File: src/rtl/mul32_seq.sv
// mul32_seq: 32x32->64 shift-add multiplier, one partial product per cycle, with SF/ZF/PF flags.
// Optional signed mode under `MUL_SIGNED_EN` (magnitude multiply, negate when signs differ).
module mul32_seq (
  input  logic        clk,
  input  logic        rst,
  input  logic        start,
  input  logic        signed_op,
  input  logic [31:0] A,
  input  logic [31:0] B,
  output logic        busy,
  output logic        done,
  output logic [63:0] product,
  output logic        SF,
  output logic        ZF,
  output logic        PF
);
  typedef enum logic [1:0] {IDLE, RUN, DONE} state_t;
  state_t state_q, state_d;
  logic [31:0] m_q, m_d, q_q, q_d, mag_a, mag_b;
  logic [32:0] acc_q, acc_d, sum;
  logic [5:0] cnt_q, cnt_d;
  logic neg_q, neg_d, neg_in, busy_q, busy_d, done_q, done_d, accept, unused_ok;
  logic [63:0] prod_q, prod_d, raw;
  logic sf_q, zf_q, pf_q;
  assign accept = start & ~busy_q;
  assign sum = {1'b0, acc_q[31:0]} + (q_q[0] ? {1'b0, m_q} : 33'd0);
  assign raw = {acc_q[31:0], q_q};
`ifdef MUL_SIGNED_EN
  assign mag_a = (signed_op & A[31]) ? -A : A;
  assign mag_b = (signed_op & B[31]) ? -B : B;
  assign neg_in = signed_op & (A[31] ^ B[31]);
  assign prod_d = neg_q ? -raw : raw;
`else
  assign mag_a = A;
  assign mag_b = B;
  assign neg_in = 1'b0;
  assign prod_d = raw;
`endif
  assign unused_ok = ^{acc_q[32], signed_op, neg_q};
  always_comb begin
    state_d = state_q;
    m_d = m_q;
    q_d = q_q;
    acc_d = acc_q;
    cnt_d = cnt_q;
    neg_d = neg_q;
    done_d = state_q == DONE;
    busy_d = accept | (busy_q & ~done_q);
    if (state_q == IDLE && accept) begin
      m_d = mag_a;
      q_d = mag_b;
      acc_d = '0;
      cnt_d = '0;
      neg_d = neg_in;
      state_d = RUN;
    end else if (state_q == RUN) begin
      acc_d = {1'b0, sum[32:1]};
      q_d = {sum[0], q_q[31:1]};
      cnt_d = cnt_q + 6'd1;
      state_d = (cnt_q == 6'd31) ? DONE : RUN;
    end else if (state_q == DONE) begin
      state_d = IDLE;
    end
  end
  always_ff @(posedge clk or posedge rst) begin
    if (rst) begin
      state_q <= IDLE;
      m_q <= '0;
      q_q <= '0;
      acc_q <= '0;
      cnt_q <= '0;
      neg_q <= 1'b0;
      busy_q <= 1'b0;
      done_q <= 1'b0;
      prod_q <= '0;
      sf_q <= 1'b0;
      zf_q <= 1'b0;
      pf_q <= 1'b0;
    end else begin
      state_q <= state_d;
      m_q <= m_d;
      q_q <= q_d;
      acc_q <= acc_d;
      cnt_q <= cnt_d;
      neg_q <= neg_d;
      busy_q <= busy_d;
      done_q <= done_d;
      if (state_q == DONE) begin
        prod_q <= prod_d;
        sf_q <= prod_d[63];
        zf_q <= prod_d == 64'd0;
        pf_q <= ^prod_d;
      end
    end
  end
  assign busy = busy_q;
  assign done = done_q;
  assign product = prod_q;
  assign SF = sf_q;
  assign ZF = zf_q;
  assign PF = pf_q;
endmodule
File: config.mk
export PLATFORM = sky130hd
export DESIGN_NAME = mul32_seq
export DESIGN_NICKNAME = d
export VERILOG_FILES = /design/src/rtl/mul32_seq.sv
export SDC_FILE = /design/constraint.sdc
export NUM_CORES = 1
export LEC_CHECK = 0
export BUFFER_PORTS_ARGS = -buffer_cell sky130_fd_sc_hd__buf_2
export CORE_AREA = 4 4 143 145
export DETAILED_ROUTE_END_ITERATION = 10
export DIE_AREA = 0 0 147 149
export GPL_TIMING_DRIVEN = 0
export PLACE_DENSITY = 0.71
export SYNTH_ARGS = -nofsm -noshare
export SYNTH_HDL_FRONTEND = slang
export SYNTH_SLANG_ARGS = --single-unit
File: constraint.sdc
create_clock -name clk -period 6.5 [get_ports clk]
set_input_delay 1.3 -clock clk [delete_from_list [all_inputs] [get_ports clk]]
set_output_delay 1.3 -clock clk [all_outputs]
set_load 0.1 [all_outputs]
==> flow_metrics.env <==
export IMPL_yosys_top_cells_area="dfrtp_1 45%, ha_1 8.6%, o21ai_0 5.6%"
export IMPL_seqPwrFrac_pct=50.7
export IMPL_finalClockSkew_ns=0.0118
export IMPL_grtUsageMet2_pct=37.1
export IMPL_ys_ff_latch=172
export IMPL_diodes=0
export IMPL_cts_root_buf="clkbuf_16"
export IMPL_final_area_um2=11100
export IMPL_crit_arrival_ns=4.22
export IMPL_fin_util_pct=57.9
export IMPL_synth_top_area_share_pct=45.3
export IMPL_yosysSeqAreaShare_pct=45.3
export IMPL_outcome="finished clean"
export IMPL_fmax_mhz=257
export IMPL_io_pins=137
export IMPL_synth_edf_count=0
export IMPL_drive_above_1_share_pct=19.3
export IMPL_period_needed_ns=3.89
export IMPL_post_cts_resized=0
export IMPL_peakVddDrop_mv=0.184
export IMPL_gr_total_overflow=0
export IMPL_async_reset_ff_share_pct=100
export IMPL_power_density_nw_per_um2=190
export IMPL_cap_violations=0
export IMPL_power_frac_clock_pct=47.2
export IMPL_cts_setup_buffers=0
export IMPL_cts_made_buffers=17
export IMPL_ys_types=64
export IMPL_clk_path_buf_depth=2
export IMPL_rsz0062_at_grt="false"
export IMPL_ant_nets=0
export IMPL_core_area_um2=19200
export IMPL_yosys_top_cells_count="172 x dfrtp_1, 127 x nand2_1, 115 x inv_1"
export IMPL_slew_headroom_pct=44.5
export IMPL_rows=51
export IMPL_grt_use_total_pct=22.5
export IMPL_ys_flop_type="dfrtp_1"
export IMPL_die_x_um=147
export IMPL_place_hpwl_um=18700
export IMPL_synth_area_um2=9510
export IMPL_worst_slew_pin_slew_ns=0.833
export IMPL_crit_type="reg -> reg"
export IMPL_ys_warn_count=0
export IMPL_finalWorstSetupSlack_ns=2.61
export IMPL_wire_per_inst_um=17.0
export IMPL_netSwitchingPower_mw=0.509
export IMPL_dpl_cell_area_um2=10600
export IMPL_p_leak_nw=5.97
export IMPL_nNetsFinal=1286
export IMPL_finalPower_mw=2.11
export IMPL_cp_max_fo=10
export IMPL_syn_area_per_cell_um2=9.54
export IMPL_numClockSinks=172
export IMPL_place_inst=1398
export IMPL_cts_reportedPaths_clkPinSlew_ns=0.08
export IMPL_synthCells=997
export IMPL_synth_most_common_cell="dfrtp_1"
export IMPL_vias_per_cell=5.43
export IMPL_die_area_um2=21900
export IMPL_grt_pass1_vias=7586
export IMPL_startpoint_type="flop"
export IMPL_dr_pass1_iters=7
export IMPL_holdBufCountCts=0
export IMPL_final_period_utilization_pct=59.8
export IMPL_start_util_pct=49.5
export IMPL_dp_slack_ns=2.70
export IMPL_min_path_type="reg -> reg"
export IMPL_finalWeightedCongestion=0.911
export IMPL_fin_cells=1430
export IMPL_drt_initial_drc_count=611
export IMPL_grt_met3_usage_pct=3.83
export IMPL_busiest_layer="met2"
export IMPL_endpoint_kind="flop"
export IMPL_syn_nets=1131
export IMPL_htreeDepth=4
export IMPL_drc=0
export IMPL_reg2reg_slack_ns=2.61
export IMPL_grt_first_pass_wirelength_um=39200
export IMPL_finalHoldViolCount=0
export IMPL_combPwrFrac_pct=2.1
export IMPL_cts_tree="yes"
export IMPL_internal_power_mw=1.60
export IMPL_slew_viol_final=0
export IMPL_vias=7772
export IMPL_yosysTopAreaCell="dfrtp_1"
export IMPL_portBuffers=135
export IMPL_cp_required_ns=6.83
export IMPL_antenna_found_initial=0
export IMPL_die_y_um=149
export IMPL_power_share_switching_pct=24.1
export IMPL_grt_use_met1_pct=30.7
export IMPL_drt_total_wl_um=24300
export IMPL_area_delta_synth_final_pct=16.9
export IMPL_insertion_delay_ns=0.44
export IMPL_setup_viol=0
export IMPL_grt_max_degree=90
## per-stage QoR
stage / setup TNS [ns] / hold WS (ns)
4_1_cts: 0 / 0.481
3_3_place_gp: -246.60 / 0.458
3_5_place_dp: 0 / 0.465
6_report: 0 / 0.472
2_1_floorplan: 0 / 0.451
5_1_grt: 0 / 0.507
## cell type report
| type | count | area, um2 |
|---|---|---|
| buffer | 54 | 218 |
| clock buffer | 19 | 443 |
| clock inverter | 13 | 124 |
| fill | 1726 | 8090 |
| inverter | 115 | 439 |
| multi-input combinational | 656 | 4550 |
| sequential | 172 | 4300 |
| tap | 265 | 332 |
| timing repair buffer | 136 | 703 |
## path summary, 6_finish.rpt
| kind | start | end | cells after the start |
|---|---|---|---|
| setup / recovery | q_q[0]$_DFFE_PP0P_ | acc_q[23]$_DFFE_PP0P_ | 12 |
| min in group asynchronous | rst | product[29]$_DFFE_PP0P_ | 2 |
| setup reg to reg | q_q[0]$_DFFE_PP0P_ | acc_q[23]$_DFFE_PP0P_ | 12 |
| hold / removal | product[6]$_DFFE_PP0P_ | product[6]$_DFFE_PP0P_ | 2 |
| max in group asynchronous | rst | acc_q[25]$_DFFE_PP0P_ | 3 |
| hold reg to reg | product[6]$_DFFE_PP0P_ | product[6]$_DFFE_PP0P_ | 2 |
## metal layers
layer	share of wire [%]	wire length (um)
met5	0	0
met1	45	11000
met2	47	11400
met3	5.9	1440
met4	1.9	472
## logic make-up (layout without fill, tap and decap cells)
family | after synthesis | in the layout | synth area share, %
and+or+nand+nor | 266 | 266 | 13.4
DFF | 172 | 172 | 45.3
xor gates and xnor gates | 51 | 51 | 4.70
muxes | 35 | 35 | 4.11
AOI/OAI and AO/OA | 238 | 238 | 16.9
adders and majority gates | 66 | 66 | 8.76
buffers and inverters | 169 | 337 | 6.83
## registers in the layout, summed over array words and instances (netlist names)
signal	flops
product	64
acc_q	32
m_q	32
q_q	32
cnt_q	6
state_q	2
PF	1
ZF	1
busy	1
done	1
## power by group through the flow
stage	sequential, mW	clock, mW	combinational, mW
4_1_cts	1.07	1.01	0.0456
2_1_floorplan	1.09	0	0.0156
5_1_grt	1.07	1.05	0.0501
6_report	1.07	0.997	0.0438
3_3_place_gp	1.09	0	0.0426
3_5_place_dp	1.09	0	0.0454
## worst max-delay path, cell delays in order, from the launching register on
cell and delay, ns:
dfrtp_1 0.62, clkbuf_1 0.49, and2_1 0.21, ha_1 0.17, inv_1 0.06, fa_1 0.37, and2b_1 0.25, o2111ai_1 0.19
a31o_2 0.32, a311oi_2 0.50, a21oi_1 0.18, xnor2_1 0.15, o21ai_0 0.26
## placed cells by master, fill, tap and decap left out, drive strengths merged, types with 4 or more instances in the layout
| cell type | netlist | routed |
|---|---|---|
| dfrtp | 172 | 172 |
| buf | 11 | 147 |
| nand2 | 127 | 127 |
| inv | 115 | 123 |
| o21ai | 110 | 110 |
| ha | 65 | 65 |
| clkbuf | 43 | 62 |
| xnor2 | 39 | 39 |
| and2 | 34 | 34 |
| a222oi | 32 | 32 |
| mux2 | 32 | 32 |
| nor2 | 32 | 32 |
| a21oi | 29 | 29 |
| nand4 | 19 | 19 |
| nand3 | 15 | 15 |
| xor2 | 12 | 12 |
| nor3 | 11 | 11 |
| a21o | 10 | 10 |
| nor4 | 6 | 6 |
| o31ai | 6 | 6 |
| nand2b | 5 | 5 |
| a31oi | 5 | 5 |
| or3 | 5 | 5 |
| o21bai | 4 | 4 |
| o21a | 4 | 4 |
| a32o | 4 | 4 |
| clkinvlp | 0 | 4 |
Note: power is estimated with default switching activity, not from simulation.
